$ cat config.mk
export PLATFORM = sky130hd
export DESIGN_NAME = mem_lsu_flat
export DESIGN_NICKNAME = d
export VERILOG_FILES = /design/src/rtl/mem_lsu_if.sv /design/src/rtl/mem_lsu.sv /design/src/flat_wrapper.sv
export SDC_FILE = /design/constraint.sdc
export NUM_CORES = 1
export LEC_CHECK = 0
export ABC_AREA = 1
export CAP_MARGIN = 30
export CORE_MARGIN = 2
export CORE_UTILIZATION = 40
export DETAILED_ROUTE_END_ITERATION = 10
export GPL_TIMING_DRIVEN = 0
export PLACE_DENSITY = 0.72
export SLEW_MARGIN = 20
export SYNTH_ARGS = -nofsm -noshare
export SYNTH_HDL_FRONTEND = slang
export SYNTH_SLANG_ARGS = --single-unit
$ cat constraint.sdc
create_clock -name clk -period 2.6 [get_ports clk]
set_clock_uncertainty 0.1 [all_clocks]
set_input_delay 0.26 -clock clk [delete_from_list [all_inputs] [get_ports clk]]
set_output_delay 0.26 -clock clk [all_outputs]
set_load 0.02 [all_outputs]
$ cat src/rtl/mem_lsu_if.sv
// Data-memory bus between the load/store unit (master) and memory (slave).
// One request at a time: valid/ready request phase, then a single-cycle response pulse.
interface mem_lsu_if;
    logic        mem_req_valid;
    logic        mem_req_ready;
    logic [31:0] mem_addr;
    logic        mem_we;
    logic [3:0]  mem_wstrb;
    logic [31:0] mem_wdata;
    logic        mem_rsp_valid;
    logic [31:0] mem_rdata;

    modport master (
        output mem_req_valid, mem_addr, mem_we, mem_wstrb, mem_wdata,
        input  mem_req_ready, mem_rsp_valid, mem_rdata
    );

    modport slave (
        input  mem_req_valid, mem_addr, mem_we, mem_wstrb, mem_wdata,
        output mem_req_ready, mem_rsp_valid, mem_rdata
    );
endinterface

$ cat src/rtl/mem_lsu.sv
// Load/store unit: turns core lw/sw requests into bus transactions and stalls the core
// until completion; illegal requests and timeouts finish with a one-cycle err pulse.
module mem_lsu #(
    parameter int TIMEOUT = 64,
    parameter int CNT_W   = 7
) (
    input  logic        clk,
    input  logic        rst,
    input  logic        lw_en,
    input  logic        sw_en,
    input  logic [2:0]  func3,
    input  logic [31:0] base,
    input  logic [31:0] ext_imm,
    input  logic [31:0] store_data,
    output logic [31:0] load_data,
    output logic        stall,
    output logic        err,
    mem_lsu_if.master   bus
);
    typedef enum logic [1:0] {S_IDLE, S_REQ, S_WAIT, S_DONE} state_t;

    state_t      state_q, state_d;
    logic        req_valid_q, req_valid_d;
    logic [31:0] addr_q, addr_d;
    logic        we_q, we_d;
    logic [3:0]  wstrb_q, wstrb_d;
    logic [31:0] wdata_q, wdata_d;
    logic [2:0]  func3_q, func3_d;
    logic [1:0]  lane_q, lane_d;
    logic [31:0] load_data_q, load_data_d;
    logic        err_pend_q, err_pend_d;
    logic        orphan_q, orphan_d;
    logic [CNT_W-1:0] cnt_q, cnt_d;

    logic [31:0] ea;
    logic        f3_ok, aligned, legal;
    logic [3:0]  strb_new;
    logic [31:0] wdata_new;

    assign ea = base + ext_imm;

    // Request legality and store lane formatting, evaluated on the live core inputs in IDLE.
    always_comb begin
        f3_ok = sw_en ? (!func3[2] && func3[1:0] != 2'b11)
                      : (func3[1:0] != 2'b11 && func3 != 3'b110);
        case (func3[1:0])
            2'b01:   aligned = !ea[0];
            2'b10:   aligned = (ea[1:0] == 2'b00);
            default: aligned = 1'b1;
        endcase
        legal = f3_ok && aligned && !(lw_en && sw_en);
        case (func3[1:0])
            2'b00: begin
                strb_new  = 4'b0001 << ea[1:0];
                wdata_new = {4{store_data[7:0]}};
            end
            2'b01: begin
                strb_new  = 4'b0011 << {ea[1], 1'b0};
                wdata_new = {2{store_data[15:0]}};
            end
            default: begin
                strb_new  = 4'b1111;
                wdata_new = store_data;
            end
        endcase
    end

    logic [7:0]  rbyte [4];
    logic [7:0]  sel_b;
    logic [15:0] sel_h;
    logic [31:0] ext_word;

    generate
        for (genvar gi = 0; gi < 4; gi++) begin : g_lane
            assign rbyte[gi] = bus.mem_rdata[8*gi +: 8];
        end
    endgenerate

    always_comb begin
        sel_b = rbyte[lane_q];
        sel_h = lane_q[1] ? bus.mem_rdata[31:16] : bus.mem_rdata[15:0];
        case (func3_q)
            3'b000:  ext_word = {{24{sel_b[7]}}, sel_b};
            3'b100:  ext_word = {24'b0, sel_b};
            3'b001:  ext_word = {{16{sel_h[15]}}, sel_h};
            3'b101:  ext_word = {16'b0, sel_h};
            default: ext_word = bus.mem_rdata;
        endcase
    end

    always_ff @(posedge clk) begin
        if (rst) begin
            state_q     <= S_IDLE;
            req_valid_q <= 1'b0;
            addr_q      <= '0;
            we_q        <= 1'b0;
            wstrb_q     <= '0;
            wdata_q     <= '0;
            func3_q     <= '0;
            lane_q      <= '0;
            load_data_q <= '0;
            err_pend_q  <= 1'b0;
            orphan_q    <= 1'b0;
            cnt_q       <= '0;
        end else begin
            state_q     <= state_d;
            req_valid_q <= req_valid_d;
            addr_q      <= addr_d;
            we_q        <= we_d;
            wstrb_q     <= wstrb_d;
            wdata_q     <= wdata_d;
            func3_q     <= func3_d;
            lane_q      <= lane_d;
            load_data_q <= load_data_d;
            err_pend_q  <= err_pend_d;
            orphan_q    <= orphan_d;
            cnt_q       <= cnt_d;
        end
    end

    always_comb begin
        state_d     = state_q;
        req_valid_d = req_valid_q;
        addr_d      = addr_q;
        we_d        = we_q;
        wstrb_d     = wstrb_q;
        wdata_d     = wdata_q;
        func3_d     = func3_q;
        lane_d      = lane_q;
        load_data_d = load_data_q;
        err_pend_d  = err_pend_q;
        cnt_d       = cnt_q;
        // A response left over from a timed-out access is swallowed wherever it shows up.
        orphan_d    = orphan_q && !bus.mem_rsp_valid;
        case (state_q)
            S_IDLE: begin
                if (lw_en || sw_en) begin
                    func3_d = func3;
                    lane_d  = ea[1:0];
                    if (legal) begin
                        state_d     = S_REQ;
                        req_valid_d = 1'b1;
                        addr_d      = {ea[31:2], 2'b00};
                        we_d        = sw_en;
                        wstrb_d     = sw_en ? strb_new : 4'b0000;
                        wdata_d     = wdata_new;
                        err_pend_d  = 1'b0;
                    end else begin
                        state_d     = S_DONE;
                        err_pend_d  = 1'b1;
                        load_data_d = '0;
                    end
                end
            end
            S_REQ: begin
                if (bus.mem_req_ready) begin
                    state_d     = S_WAIT;
                    req_valid_d = 1'b0;
                    cnt_d       = '0;
                end
            end
            S_WAIT: begin
                cnt_d = cnt_q + 1'b1;
                if (bus.mem_rsp_valid && !orphan_q) begin
                    state_d = S_DONE;
                    if (!we_q) load_data_d = ext_word;
                end else if (cnt_q == CNT_W'(TIMEOUT - 1)) begin
                    state_d     = S_DONE;
                    err_pend_d  = 1'b1;
                    orphan_d    = 1'b1;
                    load_data_d = '0;
                end
            end
            default: begin
                state_d    = S_IDLE;
                err_pend_d = 1'b0;
                cnt_d      = '0;
            end
        endcase
    end

    always_comb begin
        stall = (state_q == S_IDLE) ? (lw_en || sw_en) : (state_q != S_DONE);
        err   = (state_q == S_DONE) && err_pend_q;
        load_data         = load_data_q;
        bus.mem_req_valid = req_valid_q;
        bus.mem_addr      = addr_q;
        bus.mem_we        = we_q;
        bus.mem_wstrb     = wstrb_q;
        bus.mem_wdata     = wdata_q;
    end
endmodule

$ cat src/flat_wrapper.sv
// flat-port wrapper written by rule: the top's interface ports become plain ports
module mem_lsu_flat 
#(
    parameter int TIMEOUT = 64,
    parameter int CNT_W   = 7
)
  (clk, rst, lw_en, sw_en, func3, base, ext_imm, store_data, load_data, stall, err, bus_mem_req_valid, bus_mem_addr, bus_mem_we, bus_mem_wstrb, bus_mem_wdata, bus_mem_req_ready, bus_mem_rsp_valid, bus_mem_rdata);
  mem_lsu_if bus_i ();
  input  logic clk;
  input  logic rst;
  input  logic lw_en;
  input  logic sw_en;
  input  logic [2:0] func3;
  input  logic [31:0] base;
  input  logic [31:0] ext_imm;
  input  logic [31:0] store_data;
  output logic [31:0] load_data;
  output logic stall;
  output logic err;
  output wire logic [$bits(bus_i.mem_req_valid)-1:0] bus_mem_req_valid;
  output wire logic [$bits(bus_i.mem_addr)-1:0] bus_mem_addr;
  output wire logic [$bits(bus_i.mem_we)-1:0] bus_mem_we;
  output wire logic [$bits(bus_i.mem_wstrb)-1:0] bus_mem_wstrb;
  output wire logic [$bits(bus_i.mem_wdata)-1:0] bus_mem_wdata;
  input wire logic [$bits(bus_i.mem_req_ready)-1:0] bus_mem_req_ready;
  input wire logic [$bits(bus_i.mem_rsp_valid)-1:0] bus_mem_rsp_valid;
  input wire logic [$bits(bus_i.mem_rdata)-1:0] bus_mem_rdata;
  assign bus_mem_req_valid = bus_i.mem_req_valid;
  assign bus_mem_addr = bus_i.mem_addr;
  assign bus_mem_we = bus_i.mem_we;
  assign bus_mem_wstrb = bus_i.mem_wstrb;
  assign bus_mem_wdata = bus_i.mem_wdata;
  assign bus_i.mem_req_ready = bus_mem_req_ready;
  assign bus_i.mem_rsp_valid = bus_mem_rsp_valid;
  assign bus_i.mem_rdata = bus_mem_rdata;
  mem_lsu #(.TIMEOUT(TIMEOUT), .CNT_W(CNT_W)) u_core (.clk(clk), .rst(rst), .lw_en(lw_en), .sw_en(sw_en), .func3(func3), .base(base), .ext_imm(ext_imm), .store_data(store_data), .load_data(load_data), .stall(stall), .err(err), .bus(bus_i));
endmodule
==> run_results.csv <==
group,metric,value,unit
outcome,outcome,"completed",
critical_path,timing.rr.start,"u_core.state_q[1]",
clock_network,cts_buffers,17,
global_routing,antenna_found_initial,0,
placed_design,dp_hpwl,20900,um
critical_path,arrival,2.70,ns
sta,report.final.hold_viol_count,0,
routing,vias,8686,
critical_path,path_class,"input port to flip-flop",
pwr,p_sw,3480,uW
die,die-height,143,um
synth,netlist_top_cells_area,"dfxtp_1, nand2_1, inv_1",
clock_network,h-tree-depth,4,
worst_hold_path,min-delay-start,"store_data[18]",
worst_hold_path,min-delay-path-class,"input port to flip-flop",
final_layout,register_area,0.00232,mm^2
global_routing,grt_pass1_wl,41000,um
sta,fin_crit_sh,96.0,%
sta,setup_viol,0,
critical_path,start_kind,"input port",
pwr,p_total,8980,uW
pwr,pwr-share-seq,26.4,%
synth,synth_top_area_share,30.1,%
routing,wl_met1,11300,um
synth,synth_fa_ha_area_share,6.75,%
clock_network,clkSinkCount,116,
global_routing,grt_overflow,0,
final_layout,n_antenna_cell,0,
final_layout,multi_input_area,0.00443,mm^2
synth,ys_types,43,
critical_path,required,2.81,ns
sta,slew_viol_final,0,
routing,wl_met2,12100,um
global_routing,grt_usage,25.4,%
clock_network,clkLatencyLatePin,0.41,ns
pwr,switching_share,38.7,%
routing,viasPerCell,4.99,
synth,syn_area,0.00771,mm^2
routing,drc,0,
pwr,vdd_drop_max,0.419,mV
final_layout,mostFrequentLayoutCell,"nand2_1",
synth,avgSynthCellArea,6.39,um^2
routing,ant_nets,0,
die,core_area,0.0188,mm^2
synth,synth-simple-area-share,27.4,%
flow_run,drv_cap,0,
pwr,p_int,5510,uW
pwr,p_leak,0.00520,uW
final_layout,drive_above_1_share,6.82,%
pwr,power_density,806,mW/mm^2
clock_network,clock_path_buffers,2,
final_layout,layout_common_cells,"nand2_1, clkdlybuf4s50_1, inv_1, a21oi_1, dfxtp_1",
die,die-area,0.0204,mm^2
clock_network,clockRootBuffer,"clkbuf_16",
synth,synth_seq_area_share,30.1,%
final_layout,area_growth,44.5,%
die,die_w,143,um
final_layout,num-nets-final,1647,
routing,firstDrtPassIters,7,
sta,rsz0062_at_grt,"false",
synth,yosys_warnings,0,
placed_design,gp_congestion,0.918,
die,start_util,41.0,%
sta,relSlewSlack,61.1,%
sta,tightest_slew,0.582,ns
routing,drtIter0Drc,547,
synth,synthesis.instances,1207,
critical_path,crit_path_max_fanout,10,
routing,postRouteWirelength,25900,um
synth,synth_top_family_by_area,"simple AND/OR/NAND/NOR gates",
routing,top_layer,"met4",
clock_network,cts_hold_buf,0,
critical_path,cp-end-kind,"flip-flop",
synth,synth_xor_area_share,1.93,%
sta,max_clock_freq,401,MHz
placed_design,place_worst_setup_slack,-0.661,ns
synth,ys_seq_elements,116,
die,num_io_pins,241,
critical_path,critPathLaunch,"base[0]",
routing,wl_met3,1520,um
final_layout,n_fill_cell,1810,
clock_network,cts_tree,"done",
pwr,clkPwrFrac,28.4,%
synth,synth_area_leader_cell,"dfxtp_1",
die,rows,50,
synth,synth.area.mux_share,0,%
global_routing,grt_max_degree,17,
placed_design,io_buffers,238,
clock_network,clkTransAtPathRegs,0.06,ns
global_routing,grt_pass1_vias,8104,
sta,worst_slack,0.104,ns
synth,synth_compound_area_share,21.0,%
pwr,p_comb_share,45.1,%
routing,wire_per_inst,14.9,um
sta,min_period,2.50,ns
[flip-flops by register name (all words and copies together), names as in the netlist]
register	count
u_core.bus.mem_wstrb	4
u_core.orphan_q	1
u_core.bus.mem_wdata	32
u_core.bus.mem_req_valid	1
u_core.state_q	2
u_core.err_pend_q	1
u_core.bus.mem_we	1
u_core.load_data	32
u_core.cnt_q	7
u_core.bus.mem_addr	30
u_core.lane_q	2
u_core.func3_q	3
[repair_timing]
| item | 4_1_cts | 5_1_grt |
|---|---|---|
| resized for setup | 3 | 10 |
| endpoints found under the setup margin | 65 | 65 |
| gates cloned | 0 | 0 |
| buffers inserted | 3 | 1 |
| pin swaps | 1 | 2 |
[cells by family after synthesis]
| logic type | Yosys count |
|---|---|
| and+or+nand+nor | 499 |
| AOI/OAI and AO/OA | 294 |
| buffers and inverters | 239 |
| DFF | 116 |
| adders and majority gates | 41 |
| xor gates and xnor gates | 17 |
| other | 1 |
[metrics by stage]
step,instance area (um^2),cells,utilization [%],TNS [ns],hold WS [ns]
6_report,11100,1742,59.2,0,0.321
5_1_grt,11100,1742,59.2,0,0.340
4_1_cts,11100,1741,59.0,0,0.310
3_5_place_dp,10400,1706,55.4,-45.19,0.354
3_3_place_gp,10400,1706,55.4,-42.95,0.351
2_1_floorplan,7720,1208,-,0,0.229
[power groups by stage]
stage / clock network (uW) / registers, uW / logic [uW]
after floorplan: 0 / 2730 / 2160
after global placement: 0 / 2400 / 3930
after detailed placement: 0 / 2400 / 3970
after CTS: 2580 / 2370 / 4020
after global routing: 2680 / 2410 / 4410
final: 2550 / 2370 / 4050
[synth_stat cells (all sizes together)]
library cell  number
clkinv             1
a31oi              9
xnor2             10
nand3             42
o221ai             5
o22ai              7
dfxtp            116
clkbuf            17
xor2               7
ha                40
inv              194
nand3b             2
a211oi             2
nand4             19
buf               27
a21oi            135
nor2              99
o211ai             9
conb               1
fa                 1
o21a              15
o21ai            102
or2                5
o21bai             9
and2               2
a21o               1
nor3              10
nand2            320
[final timing paths]
| kind | endpoint | slack [ns] | cells after the start |
|---|---|---|---|
| max | u_core.bus.mem_addr[21] | 0.10 | 13 |
| min | u_core.bus.mem_wdata[18] | 0.32 | 3 |
| max reg2reg | u_core.cnt_q[5] | 0.49 | 8 |
| min reg2reg | u_core.load_data[30] | 0.36 | 2 |
[critical path: stages]
cell and delay, ns:
clkdlybuf4s50_1 0.51, ha_4 0.21, fa_2 0.48, inv_2 0.11, a21oi_2 0.06, o21ai_2 0.15, nand2_2 0.10, nor2_4 0.14
buf_12 0.13, buf_4 0.18, nand3_1 0.21, nand2_1 0.11, inv_1 0.04
[final cells by class]
cell class                 instances  share of cell area [%]
tap                              260                    2.92
timing repair buffer             242                    21.8
clock inverter                    13                    1.84
inverter                         195                    6.62
clock buffer                      19                    3.88
multi-input combinational        853                    39.8
sequential                       116                    20.8
buffer                            44                    2.36
[routing by layer]
metal  GRT usage [%]  up-vias
met2            43.0      302
met3            3.89       55
met1            32.3     3908
met4            10.3        0
li1                -     4421
met5               0        -
No activity file was read; power rests on OpenSTA's default activity.
